`src/rtl/fetch_unit.sv`:
```
// Fetch stage: owns the PC, drives the synchronous instruction RAM and realigns its
// one-cycle-late data with the issuing PC. Optional perf counters under FETCH_PERF_CNT_EN.
module fetch_unit #(
    parameter int width_p      = 32,
    parameter int addr_width_p = 12,
    parameter int reset_pc_p   = 0
) (
    input  logic                    clk_i,
    input  logic                    reset_i,
    input  logic                    stall_i,
    input  logic                    redirect_i,
    input  logic [addr_width_p-1:0] redirect_pc_i,
    output logic [addr_width_p-1:0] pc_o,
    output logic                    imem_stall_o,
    input  logic [width_p-1:0]      instruction_i,
    output logic [width_p-1:0]      instr_o,
    output logic [addr_width_p-1:0] instr_pc_o,
    output logic                    instr_valid_o
`ifdef FETCH_PERF_CNT_EN
    ,
    output logic [31:0]             fetch_count_o,
    output logic [31:0]             bubble_count_o
`endif
);

    localparam logic [addr_width_p-1:0] reset_pc_lp = addr_width_p'(reset_pc_p);

    typedef enum logic [1:0] {
        BOOT,
        RUN,
        FLUSH
    } state_e;

    state_e                  state_q, state_d;
    logic [addr_width_p-1:0] pc_q, pc_d;
    logic [addr_width_p-1:0] instr_pc_q, instr_pc_d;

    always_ff @(posedge clk_i or posedge reset_i) begin
        if (reset_i) begin
            state_q    <= BOOT;
            pc_q       <= reset_pc_lp;
            instr_pc_q <= reset_pc_lp;
        end else begin
            state_q    <= state_d;
            pc_q       <= pc_d;
            instr_pc_q <= instr_pc_d;
        end
    end

    // Redirect beats stall; the RAM only sees a stall when no redirect is pending.
    always_comb begin
        state_d    = state_q;
        pc_d       = pc_q;
        instr_pc_d = instr_pc_q;
        if (redirect_i) begin
            pc_d    = {redirect_pc_i[addr_width_p-1:2], 2'b00};
            state_d = FLUSH;
        end else if (!stall_i) begin
            pc_d       = pc_q + addr_width_p'(4);
            instr_pc_d = pc_q;
            state_d    = RUN;
        end
    end

    assign pc_o          = pc_q;
    assign imem_stall_o  = stall_i & ~redirect_i;
    assign instr_o       = instruction_i;
    assign instr_pc_o    = instr_pc_q;
    assign instr_valid_o = (state_q == RUN) & ~redirect_i;

`ifdef FETCH_PERF_CNT_EN
    logic [31:0] fetch_cnt_q, fetch_cnt_d;
    logic [31:0] bubble_cnt_q, bubble_cnt_d;

    always_ff @(posedge clk_i or posedge reset_i) begin
        if (reset_i) begin
            fetch_cnt_q  <= '0;
            bubble_cnt_q <= '0;
        end else begin
            fetch_cnt_q  <= fetch_cnt_d;
            bubble_cnt_q <= bubble_cnt_d;
        end
    end

    always_comb begin
        fetch_cnt_d  = fetch_cnt_q;
        bubble_cnt_d = bubble_cnt_q;
        if (!stall_i) begin
            if (instr_valid_o) fetch_cnt_d  = fetch_cnt_q + 32'd1;
            else               bubble_cnt_d = bubble_cnt_q + 32'd1;
        end
    end

    assign fetch_count_o  = fetch_cnt_q;
    assign bubble_count_o = bubble_cnt_q;
`endif

endmodule

```
`config.mk`:
```
export PLATFORM = sky130hd
export DESIGN_NAME = fetch_unit
export DESIGN_NICKNAME = d
export VERILOG_FILES = /design/src/rtl/fetch_unit.sv
export SDC_FILE = /design/constraint.sdc
export NUM_CORES = 1
export LEC_CHECK = 0
export CAP_MARGIN = 10
export CORE_UTILIZATION = 35
export CTS_CLUSTER_DIAMETER = 120
export DETAILED_ROUTE_END_ITERATION = 6
export PLACE_DENSITY = 0.85
export SLEW_MARGIN = 20
export SYNTH_ARGS = -nofsm -noshare
export SYNTH_HDL_FRONTEND = slang
export SYNTH_SLANG_ARGS = --single-unit
export TNS_END_PERCENT = 50
```
`constraint.sdc`:
```
create_clock -name clk_i -period 3.8 [get_ports clk_i]
set_input_delay 0.76 -clock clk_i [delete_from_list [all_inputs] [get_ports clk_i]]
set_output_delay 0.76 -clock clk_i [all_outputs]
set_load 0.01 [all_outputs]
```
# ---- After elaboration in Yosys (flattened, before gate mapping)
# Cells that the tools add are included.
dict set report totals {
  rom_bits 0
  latchBits 0
  register_bits 26
  ramBits 0
  memories 0
  out_inout_bits 58
  input_bits 48
  word_cells 15
}
dict set report classes {
  addsub 1
  mux 4
  eq_ne 2
  n_lt_le_gt_ge 0
  n_bitwise 4
  div 0
  multipliers 0
  n_reduce_logical 1
  shift 0
}
# op count
set ops {}
lappend ops {{two-way mux 12 bit} 2}
lappend ops {{adder 12 x 3 -> 12 bit (second input constant)} 1}
lappend ops {{two-way mux 2 bit} 2}
lappend ops {{bitwise AND 1 bit} 2}
lappend ops {{== test 2 x 1 -> 1 bit (second input constant)} 1}
lappend ops {{!= test 2 x 1 -> 1 bit (second input constant)} 1}
lappend ops {{NOT 1 bit} 2}
lappend ops {{AND reduction 2 bit} 1}

# ---- Logic depth before layout (Yosys ltp)
dict set report depth {
  ltp_word 3
  mapped_depth 4
  depth_no_buf 4
}

# ---- Worst setup path after synthesis
# OpenSTA, ideal clock, no wires.
dict set report synth_path {
  path_type {input to output}
  startpoint {input port redirect_i}
  endpoint {output port instr_valid_o}
  n_path_buf 2
  t_required_ps 3040
  path_stages 3
  setup_slack_ps 1604
  t_arrival_ps 1436
  cell_sequence {buf_2 > buf_1 > nor3_1}
}
dict set report synth_between {
  elab_chain_cells 2
}
# item line
set synth_rtl {}
lappend synth_rtl {{from (decl)} 11} ;# input logic redirect_i,
lappend synth_rtl {{NOT 1 bit (no source line)} n/a}
lappend synth_rtl {{bitwise AND 1 bit} 69} ;# assign instr_valid_o = (state_q == RUN) & ~redirect_i;
lappend synth_rtl {{to (decl)} 18} ;# output logic instr_valid_o
# No other way between the ends.

# ---- Worst setup path in the final report
dict set report layout_path {
  startpoint {input port stall_i}
  endpoint {output port imem_stall_o}
}
dict set report layout_between {
  elab_chain_cells 1
}
# item line
set layout_rtl {}
lappend layout_rtl {{from (decl)} 10} ;# input logic stall_i,
lappend layout_rtl {{bitwise AND 1 bit} 66} ;# assign imem_stall_o = stall_i & ~redirect_i;
lappend layout_rtl {{to (decl)} 14} ;# output logic imem_stall_o,
# No other way between the ends.

==> results.yml <==
finish:
  drive_above_1_share: 0.136
  fin_cells: 178
  fin_nets: 182
  final_core_util: 0.432
  area_growth_pct: 14.6
  antennaDiodeCount: 0
detailed_routing:
  avgViaCountPerCell: 4.78
  drt_wl_total_um: 2280
  drt_iter0_drc: 22
  vias: 850
  final_antenna_net_count: 0
  dr.pass1.iters: 4
  drc: 0
  wl_per_cell_um: 12.8
floorplanning:
  initial_core_util: 0.377
  ios: 106
  rows: 21
  core_area_um2: 3470
  die_h_um: 63.1
  die_area_um2: 3980
  die_x_um: 63.1
critical_path:
  worstSetupStartpointType: "input port"
  required_ns: 3.04
  endpoint_kind: "output pin"
  critPathKind: "in -> out"
  worstPathBufferInverterCount: 2
  crit_fanout: 9
  crit_top_cell: "clkdlybuf4s50_1"
  cpPeakStageDelay_ns: 0.67
  crit_chain: "clkdlybuf4s50_1 > nor2b_1 > clkdlybuf4s50_1"
  critPathTopFamily: "buffers and inverters"
  worst_path_max_delay_cell: "clkdlybuf4s50_1"
  arrival_ns: 2.15
timing:
  hold_viol: 0
  setup_tns_ns: 0
  slew_headroom: 0.456
  max_freq_mhz: 343
  slew_viol_final: 0
  setup_viol: 0
  rsz0062_at_grt: "no"
  worst_pin_slew_ns: 0.815
  fin_crit_sh: 0.766
  fin_skew_ns: 0.000986
  min_period_ns: 2.91
worst_hold_path:
  hold_path_class: "reg -> reg"
clock_network:
  clockBufferDepth: 2
  path_clk_slew_ns: 0.08
  insertion_delay_ns: 0.26
  cts_resized: 0
  ctsHoldBuffers: 0
  root_buffer: "clkbuf_8"
  cts_tree: "built"
  cts_max_level: 1
  cts_buffers: 3
  cts_sinks: 22
  post-cts-setup-buffer-count: 0
pwr:
  ir_drop_mv: 0.128
  clkPwrFrac: 0.264
  power.share.switching: 0.267
  p_leak_nw: 0.620
  pwr-share-comb: 0.265
  pwr-share-seq: 0.471
  p_sw_mw: 0.168
  powerDensity_nw_per_um2: 421
  intPower_mw: 0.463
synth:
  synth.distinct_cells: 32
  yosysSeqAreaShare: 0.421
  ys_seq_elements: 22
  ys_warn_count: 0
  syn_area_um2: 1310
  syn_area_per_cell_um2: 10.2
  syn_inst: 128
global_routing:
  grt_pass1_vias: 819
  grt-ovfl-total: 0
  grt_start_max_net_pins: 23
  antenna_found_initial: 0
  grt_use_total: 0.123
  grt_pass1_wl_um: 3810
placement:
  dp_cells: 174
  gp_congestion: 0.751
  port_buffers: 35
flow_run:
  maxCapViolCount: 0
outcome:
  outcome: "finished clean"
synth_stat cells:
| library cell | number | area share |
|---|---|---|
| xor2_1 | 1 | 0.0067 |
| a31oi_1 | 1 | 0.0048 |
| dfrtp_1 | 22 | 0.42 |
| o21ai_1 | 5 | 0.019 |
| buf_2 | 1 | 0.0038 |
| a21oi_1 | 1 | 0.0038 |
| o211ai_1 | 3 | 0.017 |
| o31ai_1 | 1 | 0.0057 |
| nand4b_1 | 1 | 0.0067 |
| o21ai_0 | 1 | 0.0038 |
| nand4b_4 | 1 | 0.018 |
| nand2_1 | 11 | 0.032 |
| nor2b_1 | 3 | 0.014 |
| a221oi_1 | 1 | 0.0067 |
| or4_1 | 5 | 0.029 |
| nor3b_1 | 1 | 0.0057 |
| nor3_1 | 1 | 0.0038 |
| buf_4 | 36 | 0.21 |
| nand3_1 | 4 | 0.015 |
| nand4_1 | 2 | 0.0096 |
| buf_1 | 1 | 0.0029 |
| nor2_2 | 1 | 0.0048 |
| buf_6 | 1 | 0.0086 |
| xnor2_1 | 3 | 0.020 |
| or3b_1 | 1 | 0.0067 |
| ha_1 | 1 | 0.0096 |
| nor2_1 | 1 | 0.0029 |
| mux2_2 | 10 | 0.086 |
| inv_1 | 4 | 0.011 |
| conb_1 | 1 | 0.0029 |
| inv_2 | 1 | 0.0029 |
| mux2i_1 | 1 | 0.0077 |
worst register-to-register path: cells and delay by family (launching register included):
family | cells | cell delay [ns]
adder cells (fa/ha/maj) | 1 | 0.20
AND/OR/NAND/NOR | 3 | 0.77
flip-flops | 1 | 0.48
layout by cell type, fill, tap and decap left out, types with 2 or more instances in the layout:
master	n
clkbuf_8	4
clkdlybuf4s50_1	35
conb_1	4
dfrtp_1	22
inv_1	4
mux2_2	10
nand2_1	11
nand3_1	4
nand4_1	2
nor2b_1	3
o211ai_1	3
o21ai_1	5
or4_1	5
xnor2_1	3
final timing paths:
check	startpoint	end	slack [ns]	cells after the start
max in group asynchronous	reset_i	instr_pc_o[11]	2.33	2
worst max-delay path	stall_i	imem_stall_o	0.89	3
worst min-delay path	state_q[1]	state_q[1]	0.49	2
min in group asynchronous	reset_i	instr_pc_o[4]	0.96	2
worst min register to register	state_q[1]	state_q[1]	0.49	2
worst max register to register	pc_o[2]	pc_o[10]	2.29	4
per-stage QoR:
step,power (mW),hold slack (ns),instance area (um2),setup WS [ns]
3_5_place_dp,0.472,0.473,1440,0.889
3_3_place_gp,0.467,0.480,1440,0.894
5_1_grt,0.668,0.517,1500,0.802
2_1_floorplan,0.413,0.450,1320,1.60
6_report,0.631,0.492,1500,0.888
4_1_cts,0.637,0.498,1500,0.869
flip-flops by register name, summed over array words and instances (netlist names):
register,cells
instr_pc_o,10
pc_o,10
state_q,2
logic make-up after synthesis:
family | after synthesis | share of synthesized area
xor+xnor | 4 | 0.0268
simple gates | 32 | 0.148
mux | 11 | 0.0938
flops | 22 | 0.421
compound gates | 13 | 0.0612
buf+inv | 44 | 0.236
other cells | 1 | 0.00287
fa+ha+maj | 1 | 0.00957
power by group through the flow:
stage	Combinational [mW]	Clock (mW)	Sequential (mW)
4_1_cts	0.170	0.170	0.298
2_1_floorplan	0.0996	0	0.314
3_3_place_gp	0.167	0	0.300
6_report	0.167	0.167	0.297
5_1_grt	0.182	0.183	0.304
3_5_place_dp	0.169	0	0.303
cell type report:
class / count / area (um2)
repair buffers: 36 / 358
well taps: 46 / 57.6
fillers: 355 / 1970
multi-input cells: 65 / 459
clock buffers: 4 / 55.1
flip-flops and latches: 22 / 551
inverters: 5 / 18.8
metal layers:
metal / global-route usage / up-vias / wire, um / share of wire
met1: 0.151 / 402 / 1000 / 0.44
met4: 0.0698 / 0 / 51 / 0.022
met5: 0 / - / 0 / 0
met2: 0.187 / 35 / 1070 / 0.47
met3: 0.0417 / 12 / 149 / 0.065
li1: - / 401 / - / -
Power figures use the tool's default switching activity.
